===== src/rtl/adder_arbiter_if.sv =====
// rtl/adder_arbiter_if.sv - operation type and requester/response bundle for adder_arbiter
package adder_arbiter_pkg;
  typedef enum logic [2:0] {
    OP_ADD, OP_SUB, OP_LT, OP_LTU, OP_EQ, OP_NE, OP_GE, OP_GEU
  } adderOp_t;
endpackage

interface adder_arbiter_if
  import adder_arbiter_pkg::*;
#(
  parameter int WIDTH = 32,
  parameter int NREQ  = 2
);
  localparam int IDW = ($clog2(NREQ) > 1) ? $clog2(NREQ) : 1;

  logic     [NREQ-1:0]            req_valid;
  logic     [NREQ-1:0]            req_ready;
  adderOp_t [NREQ-1:0]            req_op;
  logic     [NREQ-1:0][WIDTH-1:0] req_a;
  logic     [NREQ-1:0][WIDTH-1:0] req_b;
  logic                           rsp_valid;
  logic     [IDW-1:0]             rsp_id;
  logic     [WIDTH-1:0]           rsp_data;
  logic                           rsp_cond;

  modport master (
    output req_valid, req_op, req_a, req_b,
    input  req_ready, rsp_valid, rsp_id, rsp_data, rsp_cond
  );

  modport slave (
    input  req_valid, req_op, req_a, req_b,
    output req_ready, rsp_valid, rsp_id, rsp_data, rsp_cond
  );
endinterface


===== src/rtl/adder_arbiter.sv =====
// rtl/adder_arbiter.sv - round-robin sharing of one multi-cycle adder/comparator unit
module adder_arbiter
  import adder_arbiter_pkg::*;
#(
  parameter int WIDTH = 32,
  parameter int NREQ  = 2
)
(
  input  logic               clk,
  input  logic               rst_n,
  input  logic               flush,
  adder_arbiter_if.slave     bus,
  output logic               busy,
  output logic               adu_start,
  output adderOp_t           adu_op,
  output logic [WIDTH-1:0]   adu_a,
  output logic [WIDTH-1:0]   adu_b,
  input  logic [WIDTH-1:0]   adu_out,
  input  logic               adu_cond,
  input  logic               adu_done
);

  localparam int IDW = ($clog2(NREQ) > 1) ? $clog2(NREQ) : 1;

  typedef enum logic [1:0] {IDLE, RUN, DRAIN} state_t;

  state_t         state;
  logic [IDW-1:0] ptr;
  logic [IDW-1:0] lat_id;
  logic [IDW-1:0] grant_id;
  logic           grant_any;
  logic           grant_en;
  int             idx_full;

  // Scan ptr+1, ptr+2, ... so the last winner has the lowest priority next time.
  always_comb begin
    grant_any = 1'b0;
    grant_id  = '0;
    idx_full  = 0;
    for (int i = 1; i <= NREQ; i++) begin
      idx_full = (int'(ptr) + i) % NREQ;
      if (!grant_any && bus.req_valid[IDW'(idx_full)]) begin
        grant_any = 1'b1;
        grant_id  = IDW'(idx_full);
      end
    end
  end

  assign grant_en      = rst_n && (state == IDLE) && !flush && grant_any;
  assign bus.req_ready = grant_en ? (NREQ'(1) << grant_id) : '0;

  always_ff @(posedge clk or negedge rst_n) begin
    if (!rst_n) begin
      state         <= IDLE;
      ptr           <= IDW'(NREQ - 1);
      lat_id        <= '0;
      adu_op        <= OP_ADD;
      adu_a         <= '0;
      adu_b         <= '0;
      adu_start     <= 1'b0;
      busy          <= 1'b0;
      bus.rsp_valid <= 1'b0;
      bus.rsp_id    <= '0;
      bus.rsp_data  <= '0;
      bus.rsp_cond  <= 1'b0;
    end else begin
      bus.rsp_valid <= 1'b0;
      case (state)
        IDLE: begin
          if (grant_en) begin
            adu_op    <= bus.req_op[grant_id];
            adu_a     <= bus.req_a[grant_id];
            adu_b     <= bus.req_b[grant_id];
            lat_id    <= grant_id;
            ptr       <= grant_id;
            adu_start <= 1'b1;
            busy      <= 1'b1;
            state     <= RUN;
          end
        end
        RUN: begin
          if (adu_done) begin
            // A flush coinciding with done still retires the op, just silently.
            if (!flush) begin
              bus.rsp_valid <= 1'b1;
              bus.rsp_id    <= lat_id;
              bus.rsp_data  <= adu_out;
              bus.rsp_cond  <= adu_cond;
            end
            adu_start <= 1'b0;
            busy      <= 1'b0;
            state     <= IDLE;
          end else if (flush) begin
            adu_start <= 1'b0;
            state     <= DRAIN;
          end
        end
        DRAIN: begin
          // The ADU keeps sequencing its chunks without start; wait it out.
          if (adu_done) begin
            busy  <= 1'b0;
            state <= IDLE;
          end
        end
        default: begin
          adu_start <= 1'b0;
          busy      <= 1'b0;
          state     <= IDLE;
        end
      endcase
    end
  end

endmodule


===== src/flat_wrapper.sv =====
// flat-port wrapper written by rule: the top's interface ports become plain ports
module adder_arbiter_flat import adder_arbiter_pkg::*;
#(
  parameter int WIDTH = 32,
  parameter int NREQ  = 2
)
  (clk, rst_n, flush, busy, adu_start, adu_op, adu_a, adu_b, adu_out, adu_cond, adu_done, bus_req_valid, bus_req_op, bus_req_a, bus_req_b, bus_req_ready, bus_rsp_valid, bus_rsp_id, bus_rsp_data, bus_rsp_cond);
  adder_arbiter_if #(.WIDTH(WIDTH), .NREQ(NREQ)) bus_i ();
  input  logic clk;
  input  logic rst_n;
  input  logic flush;
  output logic busy;
  output logic adu_start;
  output adderOp_t adu_op;
  output logic [WIDTH-1:0] adu_a;
  output logic [WIDTH-1:0] adu_b;
  input  logic [WIDTH-1:0] adu_out;
  input  logic adu_cond;
  input  logic adu_done;
  input wire logic [$bits(bus_i.req_valid)-1:0] bus_req_valid;
  input wire logic [$bits(bus_i.req_op)-1:0] bus_req_op;
  input wire logic [$bits(bus_i.req_a)-1:0] bus_req_a;
  input wire logic [$bits(bus_i.req_b)-1:0] bus_req_b;
  output wire logic [$bits(bus_i.req_ready)-1:0] bus_req_ready;
  output wire logic [$bits(bus_i.rsp_valid)-1:0] bus_rsp_valid;
  output wire logic [$bits(bus_i.rsp_id)-1:0] bus_rsp_id;
  output wire logic [$bits(bus_i.rsp_data)-1:0] bus_rsp_data;
  output wire logic [$bits(bus_i.rsp_cond)-1:0] bus_rsp_cond;
  assign bus_i.req_valid = bus_req_valid;
  assign bus_i.req_op = bus_req_op;
  assign bus_i.req_a = bus_req_a;
  assign bus_i.req_b = bus_req_b;
  assign bus_req_ready = bus_i.req_ready;
  assign bus_rsp_valid = bus_i.rsp_valid;
  assign bus_rsp_id = bus_i.rsp_id;
  assign bus_rsp_data = bus_i.rsp_data;
  assign bus_rsp_cond = bus_i.rsp_cond;
  adder_arbiter #(.WIDTH(WIDTH), .NREQ(NREQ)) u_core (.clk(clk), .rst_n(rst_n), .flush(flush), .bus(bus_i), .busy(busy), .adu_start(adu_start), .adu_op(adu_op), .adu_a(adu_a), .adu_b(adu_b), .adu_out(adu_out), .adu_cond(adu_cond), .adu_done(adu_done));
endmodule

===== config.mk =====
export PLATFORM = sky130hd
export DESIGN_NAME = adder_arbiter_flat
export DESIGN_NICKNAME = d
export VERILOG_FILES = /design/src/rtl/adder_arbiter_if.sv /design/src/rtl/adder_arbiter.sv /design/src/flat_wrapper.sv
export SDC_FILE = /design/constraint.sdc
export NUM_CORES = 1
export LEC_CHECK = 0
export CORE_UTILIZATION = 38
export DETAILED_ROUTE_END_ITERATION = 12
export PLACE_DENSITY = 0.83
export SYNTH_ARGS = -nofsm -noshare
export SYNTH_HDL_FRONTEND = slang
export SYNTH_SLANG_ARGS = --single-unit

===== constraint.sdc =====
create_clock -name clk -period 1.7 [get_ports clk]
set_input_delay 0.255 -clock clk [delete_from_list [all_inputs] [get_ports clk]]
set_output_delay 0.255 -clock clk [all_outputs]
set_load 0.05 [all_outputs]

==> flow_summary.toml <==
[power]
p_clk_share_pct = 14.0
seq_power_share_pct = 27.8
internal_power_mw = 8.44
power.density_nw_per_um2 = 2050
p_switching_mw = 7.76
p_sw_share_pct = 47.9
p_leak_nw = 3.75
comb_power_share_pct = 58.2
peakVddDrop_v = 0.00133

[final_layout]
final_common_cell = "clkdlybuf4s50_1"
final_cell_mix = "clkdlybuf4s50_1, buf_4, dfrtp_1, nand2_1, o21ai_0"
nFillCells = 945
layout-drive-gt1-share_pct = 25.8
fin_util_pct = 65.7
diodes = 0
area_growth_pct = 67.4
fin_nets = 858

[route]
drt-initial-drc-count = 128
drc = 0
wl_per_cell_um = 14.5
vias = 3996
drtAntennaViolNets = 0
drtPass1Iterations = 4
wirelength_um = 12400
avgViaCountPerCell = 4.67

[worst_setup_path]
required_ns = 1.44
crit_arrival_ns = 1.45
critical_path.startpoint_type = "flop"
timing.rr.start = "u_core.state[1]$_DFFE_PN0P_"
cp-startpoint = "u_core.state[1]$_DFFE_PN0P_"
critical_path_class = "flop to output port"
worst-path-max-fanout = 3
cp-end-kind = "output port"

[global_route]
grt_overflow = 0
grt_pass1_wl_um = 19700
track_usage_pct = 19.4
grt_max_degree = 109
antenna_found_initial = 0
grt_pass1_vias = 4114

[floorplanning]
die_x_um = 114
coreArea_um2 = 12100
fp-row-count = 40
io_pins = 279
die_h_um = 114
design.die.area_um2 = 12900
initial_core_util_pct = 39.2

[sta]
setup_viol = 1
max_slew_margin_pct = 61.2
fin_ws_ns = -0.00383
tns_ns = -0.00383
rsz0062_at_grt = "yes"
hold_ws_ns = 0.00204
timing.final.crit_period_ns = 1.70
hold_violations = 0
fmaxAchievable_mhz = 587
finalCritPeriodShare_pct = 100
timing_worst_slew_pin_value_ns = 0.582
finalMaxSlewViolations = 0
skew_ns = 0.00767

[placed_design]
pre_cts_slack_ns = -0.0879
io_buffers = 277
dp_hpwl_um = 9540
gp_congestion = 0.758

[synthesis]
ys_types = 30
synth_warnings = 0
syn_area_per_cell_um2 = 11.9
ys_seq_area_share_pct = 57.2
synth_area_um2 = 4730
synth-main-ff-cell = "dfrtp_1"
synth_seq_cells = 108
synth_edf_count = 0
syn_nets = 575
async_flop_share_pct = 100
syn_inst = 399

[run_status]
violations = "negative setup slack"
status = "finished with violations"

[cts]
cts_tree = "yes"
cts_buffers = 9
clockBufferDepth = 2
clk_pin_slew_ns = 0.06
cts_max_level = 3
hold_buffers = 0
cts_sinks = 108
insertion_delay_ns = 0.33
cts_root_buf = "clkbuf_16"

[flow_run]
cap_violations = 0

[min_path]
worstHoldPathType = "input pin to asynchronous set/reset pin"
-- critical path, stage by stage (launching register included) --
cell and delay (ns):
dfrtp_1 0.40, inv_2 0.11, ha_4 0.15, nand4b_4 0.16
nor2_4 0.15, buf_12 0.15
-- per-stage QoR --
stage               total power, mW  instances  instance area, um2
finish                         16.2        855                7920
global route                   17.0        855                7920
CTS                            16.3        852                7890
detailed placement             13.9        830                7510
global placement               13.7        830                7510
floorplan                      10.8        399                4750
-- metal layers --
| layer | track usage (%) | wire, um |
|---|---|---|
| met1 | 22.7 | 4910 |
| met2 | 34.7 | 6360 |
| met3 | 4.20 | 845 |
| met4 | 7.37 | 257 |
| met5 | 0 | 0 |
-- flip-flops by register name (all words and copies together), names as in the netlist --
name	cells
u_core.bus.rsp_cond	1
u_core.lat_id	1
u_core.state	2
u_core.busy	1
u_core.bus.rsp_data	32
u_core.adu_b	32
u_core.bus.rsp_id	1
u_core.adu_op	3
u_core.adu_start	1
u_core.ptr	1
u_core.bus.rsp_valid	1
u_core.adu_a	32
-- cell type report --
type / count / area, um2 / area share, %
clock inverter: 3 / 68.8 / 0.869
multi-input combinational: 260 / 1890 / 23.8
tap: 168 / 210 / 2.65
clock buffer: 13 / 260 / 3.29
inverter: 5 / 18.8 / 0.237
sequential: 108 / 2710 / 34.2
timing repair buffer: 298 / 2770 / 34.9
-- what timing repair did --
item	in CTS	in global routing
buffers inserted	6	3
pin swaps	4	2
resized for setup	2	2
endpoints found under the setup margin	35	34
-- worst paths after layout --
| kind | end | slack, ns | depth (start not counted) |
|---|---|---|---|
| worst max-delay path | bus_req_ready[1] | -0.004 | 5 |
| worst min-delay path | u_core.state[1]$_DFFE_PN0P_ | 0.002 | 2 |
| worst max register to register | u_core.bus.rsp_data[26]$_DFFE_PN0P_ | 0.01 | 6 |
| worst min register to register | u_core.adu_a[3]$_DFFE_PN0P_ | 0.48 | 2 |
| max in group asynchronous | u_core.busy$_DFFE_PN0P_ | 1.23 | 2 |
| min in group clk | u_core.ptr$_DFFE_PN1P_ | 0.46 | 4 |
-- Yosys cell counts (2+ instances only) --
library cell  count  area share [%]
buf_2            14             1.5
buf_6             5             1.2
clkbuf_1          7            0.56
dfrtp_1         107              57
ha_1              3            0.79
inv_1             5            0.40
mux2_1           10             2.4
mux2_2           24             5.7
mux2i_1          67              14
nand2_1          68             5.4
nand2b_1          2            0.26
nor2_1            2            0.16
o21ai_0          68             7.2
-- cells by family (layout without fill, tap and decap cells) --
| family | after synthesis | after routing | share of synthesized area (%) |
|---|---|---|---|
| fa+ha+maj | 3 | 3 | 0.794 |
| xor+xnor | 1 | 1 | 0.185 |
| compound gates | 78 | 78 | 9.02 |
| flops | 108 | 108 | 57.2 |
| simple gates | 77 | 77 | 6.93 |
| mux | 101 | 101 | 22.3 |
| buf+inv | 31 | 319 | 3.62 |
-- power by group through the flow --
stage | sequential (mW) | clock (mW) | combinational, mW
6_report | 4.50 | 2.27 | 9.43
5_1_grt | 4.66 | 2.43 | 9.91
4_1_cts | 4.52 | 2.31 | 9.46
3_5_place_dp | 4.55 | 0 | 9.37
3_3_place_gp | 4.48 | 0 | 9.24
2_1_floorplan | 8.56 | 0 | 2.21
(Power assumes the default switching activity.)
